$ cat src/rtl/alu_pkg.sv
// Shared definitions for the 8-bit datapath ALU: op encoding and default widths.
// Latency: n/a (definitions only).
// Backpressure: n/a.
package alu_pkg;

    localparam int ALU_WIDTH  = 8;
    localparam int ALU_ADDR_W = 6;

    typedef enum logic [2:0] {
        OP_NOP = 3'b000,
        OP_ADD = 3'b001,
        OP_SUB = 3'b010,
        OP_AND = 3'b011,
        OP_NOT = 3'b100,
        OP_OR  = 3'b101,
        OP_EQ  = 3'b110,
        OP_BR  = 3'b111
    } op_e;

endpackage

$ cat src/rtl/alu8_addsub.sv
// Combinational WIDTH-bit adder/subtractor; cout is carry on add, borrow on sub.
// Latency: 0 cycles (pure combinational).
// Backpressure: none.
module alu8_addsub #(
    parameter int WIDTH = alu_pkg::ALU_WIDTH
) (
    input  logic [WIDTH-1:0] a,
    input  logic [WIDTH-1:0] b,
    input  logic             sub,
    output logic [WIDTH-1:0] sum,
    output logic             cout
);

    logic [WIDTH:0] ext;

    // Zero-extended subtract leaves the top bit set exactly when a < b unsigned.
    always_comb begin
        if (sub) begin
            ext = {1'b0, a} - {1'b0, b};
        end else begin
            ext = {1'b0, a} + {1'b0, b};
        end
    end

    assign sum  = ext[WIDTH-1:0];
    assign cout = ext[WIDTH];

endmodule

$ cat src/rtl/alu8_core.sv
// Registered 8-bit ALU with compare flag and conditional-branch strobe.
// Latency: 1 cycle, every output registered; one op accepted per cycle.
// Backpressure: none, no handshake; op sampled every rising edge.
module alu8_core
    import alu_pkg::*;
#(
    parameter int WIDTH  = ALU_WIDTH,
    parameter int ADDR_W = ALU_ADDR_W
) (
    input  logic              CLK,
    input  logic              RST_N,
    input  logic [WIDTH-1:0]  A,
    input  logic [WIDTH-1:0]  B,
    input  logic [ADDR_W-1:0] branch_addr,
    input  logic [2:0]        op,
    output logic [WIDTH-1:0]  out,
    output logic              co_flag,
    output logic              eq_flag,
    output logic              branch_flag
);

    typedef struct packed {
        logic [WIDTH-1:0] res;
        logic             co;
        logic             eq;
        logic             br;
    } state_t;

    state_t           cur;
    state_t           nxt;
    op_e              op_dec;
    logic [WIDTH-1:0] as_sum;
    logic             as_cout;
    logic             a_eq_b;

    assign op_dec = op_e'(op);
    assign a_eq_b = (A == B);

    alu8_addsub #(
        .WIDTH (WIDTH)
    ) u_addsub (
        .a    (A),
        .b    (B),
        .sub  (op_dec == OP_SUB),
        .sum  (as_sum),
        .cout (as_cout)
    );

    // Default is hold with the branch strobe dropped; each op overrides what it owns.
    always_comb begin
        nxt    = cur;
        nxt.br = 1'b0;
        case (op_dec)
            OP_NOP: begin
                nxt.br = 1'b0;
            end
            OP_ADD, OP_SUB: begin
                nxt.res = as_sum;
                nxt.co  = as_cout;
            end
            OP_AND: begin
                nxt.res = A & B;
                nxt.co  = 1'b0;
            end
            OP_NOT: begin
                nxt.res = ~A;
                nxt.co  = 1'b0;
            end
            OP_OR: begin
                nxt.res = A | B;
                nxt.co  = 1'b0;
            end
            OP_EQ: begin
                nxt.res = WIDTH'(a_eq_b);
                nxt.eq  = a_eq_b;
                nxt.co  = 1'b0;
            end
            OP_BR: begin
                // Condition is the flag registered before this edge, so EQ then BR chains.
                nxt.co  = 1'b0;
                nxt.br  = cur.eq;
                nxt.res = cur.eq ? WIDTH'(branch_addr) : '0;
            end
            default: begin
                nxt.br = 1'b0;
            end
        endcase
    end

    always_ff @(posedge CLK or negedge RST_N) begin
        if (!RST_N) begin
            cur <= '0;
        end else begin
            cur <= nxt;
        end
    end

    assign out         = cur.res;
    assign co_flag     = cur.co;
    assign eq_flag     = cur.eq;
    assign branch_flag = cur.br;

endmodule

$ cat config.mk
export PLATFORM = sky130hd
export DESIGN_NAME = alu8_core
export DESIGN_NICKNAME = d
export VERILOG_FILES = /design/src/rtl/alu_pkg.sv /design/src/rtl/alu8_addsub.sv /design/src/rtl/alu8_core.sv
export SDC_FILE = /design/constraint.sdc
export NUM_CORES = 1
export LEC_CHECK = 0
export CORE_ASPECT_RATIO = 1.1
export CORE_UTILIZATION = 64
export CTS_CLUSTER_SIZE = 28
export DETAILED_ROUTE_END_ITERATION = 10
export DONT_BUFFER_PORTS = 1
export PLACE_DENSITY_LB_ADDON = 0.12
export SLEW_MARGIN = 20
export SYNTH_ARGS = -nofsm -noshare
export SYNTH_HDL_FRONTEND = slang
export SYNTH_SLANG_ARGS = --single-unit
$ cat constraint.sdc
create_clock -name CLK -period 1.44 [get_ports CLK]
set_input_delay 0.288 -clock CLK [delete_from_list [all_inputs] [get_ports CLK]]
set_output_delay 0.288 -clock CLK [all_outputs]
set_load 0.02 [all_outputs]
==> metrics.txt, run 1 <==
ys flop type=dfrtp_1; synthesized instance count=219; Core Rows=18; asr flop ratio synth=100.0%; final HPWL from detailed placement=between 4 and 5 mm; synthesis-stage register bit count=11; total CTS buffers=3; Clock Sinks=11; Post-synth EDFFs=0; clk root buf=clkbuf_4; YS warnings=0; Worst endpoint type=register data pin; Fail Step=global routing; pin count of the biggest net entering global routing=27; Die W=~50 um; Cells after DPL=about 280; I/O pins=38; error msg=[ERROR DPL-0038] Utilization greater than 100%, impossible to legalize; post-synth cell types=49; I/O Buffers=0; Die Span Y=54.81 um; syn_nets=between 200 and 300; Clock Tree Buf Depth=2; status=did not finish; Worst EP post-GRT repair=out[3]$_DFFE_PN0P_/D; Avg Inst Size Synth=approximately 7.4 um2; # H-tree levels=1; initial core utilization=a little over two thirds; final RePlAce weighted congestion=roughly 0.97; Synth Cell Area=approximately 1600 um2; Placed Area=around 2100 um2; sequential area share after synthesis=16.96%
==> logic make-up after synthesis <==
group / share of synthesized area (%)
AO/OA/AOI/OAI: 29.61
XOR/XNOR: 2.159
adder cells (fa/ha/maj): 20.97
buffers and inverters: 9.561
flip-flops: 16.96
multiplexers: 1.928
AND/OR/NAND/NOR: 18.81
==> cells in the mapped netlist (2+ instances only) <==
cell type / number / share of area [%]
o21ai_0: 10 / 3.1
nor3b_1: 2 / 0.92
nand2b_1: 2 / 0.77
inv_1: 30 / 6.9
nand2_1: 10 / 2.3
o21bai_1: 3 / 1.4
a31oi_1: 3 / 1.2
fa_1: 2 / 2.5
o22a_1: 2 / 1.1
o22ai_1: 6 / 2.3
a221oi_1: 4 / 2.2
buf_1: 2 / 0.46
and3_1: 2 / 0.77
dfrtp_1: 11 / 17
a211oi_1: 4 / 1.9
mux2i_1: 2 / 1.2
nor2_1: 25 / 5.8
nand3_1: 8 / 2.5
ha_1: 24 / 19
clkbuf_1: 8 / 1.9
nor2b_1: 3 / 1.2
xnor2_1: 3 / 1.6
nor3_1: 8 / 2.5
o31ai_1: 3 / 1.4
a2111oi_0: 2 / 1.1
a21oi_1: 17 / 5.2
==> timing repair <==
| action | CTS |
|---|---|
| hold endpoints to repair | 11 |
| hold buffers | 1 |
| setup endpoints to repair | 7 |
| pin swaps | 14 |
| gates resized for setup | 20 |
| buffers inserted | 1 |
==> through the flow <==
stage / setup TNS, ps / hold WS, ps / util, % / setup slack, ps
after global placement: -2736 / -7.406 / 89.32 / -424.9
after detailed placement: -3148 / -7.379 / 89.32 / -517.8
after CTS: -618.8 / 152.2 / 95.36 / -168.8
after floorplan: -1422 / -7.591 / - / -355.0
==> run 2: changes to the inputs <==
Settings changed: CORE_ASPECT_RATIO 1.1 to not set, CORE_UTILIZATION 64 to 40, CTS_CLUSTER_SIZE 28 to not set, PLACE_DENSITY_LB_ADDON 0.12 to 0.15.
==> metrics.txt, run 2 <==
status=finished, violations left; failing checks=negative setup slack; commonest non-fill, non-tap cell in the layout=buf_4; Hold Crit Class=primary input to register; Static Leak=a little over 1 nW; fin util=64.10%; vias in the first global route=around 1800; Die W=65.70 um (+31%); synthesized instance count=219 (unchanged); synthesis-to-layout area growth=48.96%; final HPWL from detailed placement=4.062 mm (-1.6%); RSZ-0062 raised after global routing=true; later-pin clock latency in the skew report=between 200 and 250 ps; RR Endpoint=out[4]; Core Area=3771 um2; largest cells by area after synthesis=ha_1 19%, dfrtp_1 17%, inv_1 6.9%; final setup margin=-212.4 ps; pin count of the biggest net entering global routing=27; syn_nets=272 (unchanged); max-slew violations=0; FF-to-FF path depth=5; Hold WS=184.4 ps; Max-cap violations=0; Placed Area=2155 um2 (+4.0%); CP max FO=4; worst hold endpoint=branch_flag; Post-Route WL=~5.2 mm; CP required=1580 ps; crit share post-route=114.7%; WL/cell=roughly 17 um; hold depth=2; initial antenna violation count=0; YS warnings=0 (unchanged); worst hold start=op[1]; commonest cells in the netlist=30 x inv_1, 25 x nor2_1, 24 x ha_1; Crit Path Category=primary input to register; # H-tree levels=1 (unchanged); top cell type's share of synthesized area=18.50% (unchanged); worst rel slew slack=66.15%; CTS tree=done; clock-pin slew on the worst setup and hold paths=about 50 ps; setup_tns=-1087 ps; Post-synth EDFFs=0 (unchanged); r2r setup slk=~140 ps; Routed Antenna Nets=0; layout cell share with drive strength beyond 1=just over 40%; Clock Sinks=11 (unchanged); DR vias/cell=5.718; initial core utilization=43.03% (-27 points); drt first pass iters=4; # diodes=0; Max VDD drop=approximately 0.00034 V; GRT Total Usage=24.46%; gr ovfl total=0; Power Density=592.4 nW/um2; Design Area, Final=2417 um2; fmax=~0.61 GHz; final RePlAce weighted congestion=0.9007 (-6.9%); initial DRC count=about 170; ys flop type=dfrtp_1; clock period minus worst slack=roughly 1700 ps; pre-CTS setup slack=-524.0 ps (-6.191 ps); most frequent cells in the layout=45 x buf_4, 25 x nor2_1, 19 x inv_1; first-pass GRT wire length=between 8 and 9 mm; Clock Tree Buf Depth=2 (unchanged); synthesis-stage register bit count=11 (unchanged); Avg Inst Size Synth=7.410 um2 (unchanged); final setup vio count=7; max reg flops=8; Clock Skews=3.418 ps; Crit Reg-Reg Startpoint=eq_flag; vias post-DR=around 1800; drc violations=0; Core Rows=22 (+4); Final Hold Viols=0; total CTS buffers=3 (unchanged); asr flop ratio synth=100.0% (unchanged); CP endpoint kind=register; I/O pins=38 (unchanged); clk root buf=clkbuf_8; Die Span Y=65.70 um (+20%); critical path arrival=1800 ps; Fillers=about 300; sequential area share after synthesis=16.96% (unchanged); post-synth cell types=49 (unchanged); nets@finish=~310; largest area contributor in the netlist=ha_1; Synth Cell Area=1623 um2 (unchanged); I/O Buffers=0 (unchanged); top-count cell post-synth=inv_1; critical path startpoint category=primary input; Die ar.=4316 um2; actual slew at the worst max-slew pin=roughly 510 ps
## run 2: worst max-delay path by stage
stage / startpoint / to / depth (start not counted)
3_5_place_dp: B[1] / out[7] / 8
2_1_floorplan: B[4] / out[7] / 8
5_1_grt: B[1] / co_flag / 9
6_report: B[1] / co_flag / 9
3_3_place_gp: B[1] / out[7] / 8
4_1_cts: B[1] / out[2] / 8
## run 2: worst max-delay path, stage by stage
cell and delay (ps):
clkinvlp_4 120, buf_6 150, fa_2 360, nand2b_1 100, a21oi_2 80, o21bai_1 150, a21oi_1 80, o41a_1 320
a211oi_2 150
## run 2: power by group
group | switching (mW) | internal, mW | total, mW
Sequential | 0.0695 | 0.347 | 0.416
Clock | 0.103 | 0.193 | 0.296
Combinational | 0.356 | 0.363 | 0.719
Total | 0.529 | 0.903 | 1.43
## run 2: per-stage QoR
step	std cells	total power [mW]
4_1_cts	308	1.370
2_1_floorplan	219	0.8244
3_3_place_gp	302	0.9980
6_report	308	1.432
5_1_grt	308	1.519
3_5_place_dp	302	1.016
## run 2: layout make-up
type / instances / area, um2 / share of cell area (%)
flip-flops and latches: 11 / 275.3 / 11.39
repair buffers: 48 / 370.4 / 15.32
multi-input cells: 167 / 1519 / 62.84
inverters: 30 / 147.6 / 6.108
clock buffers: 4 / 45.04 / 1.863
well taps: 48 / 60.06 / 2.484
## run 2: routing by layer
metal	GRT usage, %	up-vias	routed length, um
met5	0	-	0
met4	6.522	0	53
met3	3.819	6	397
met2	39.92	67	2550
met1	32.98	827	2222
li1	-	861	-
## run 2: repair_timing
| item | in CTS | in global routing |
|---|---|---|
| resized for setup | 16 | 21 |
| hold buffers | 1 | 0 |
| hold endpoints to repair | 11 | 0 |
| setup buffers | 1 | 0 |
| cloned | 0 | 0 |
| pin swaps | 10 | 21 |
| endpoints found under the setup margin | 8 | 9 |
## run 2: kinds of logic (layout without fill, tap and decap cells)
family                   after synthesis  after routing  synth area share, %
XOR/XNOR                               4              4                2.159
multiplexers                           3              3                1.928
AO/OA/AOI/OAI                         69             69                29.61
flip-flops                            11             11                16.96
buffers and inverters                 41             82                9.561
AND/OR/NAND/NOR                       65             65                18.81
adder cells (fa/ha/maj)               26             26                20.97
Power figures use the tool's default switching activity.
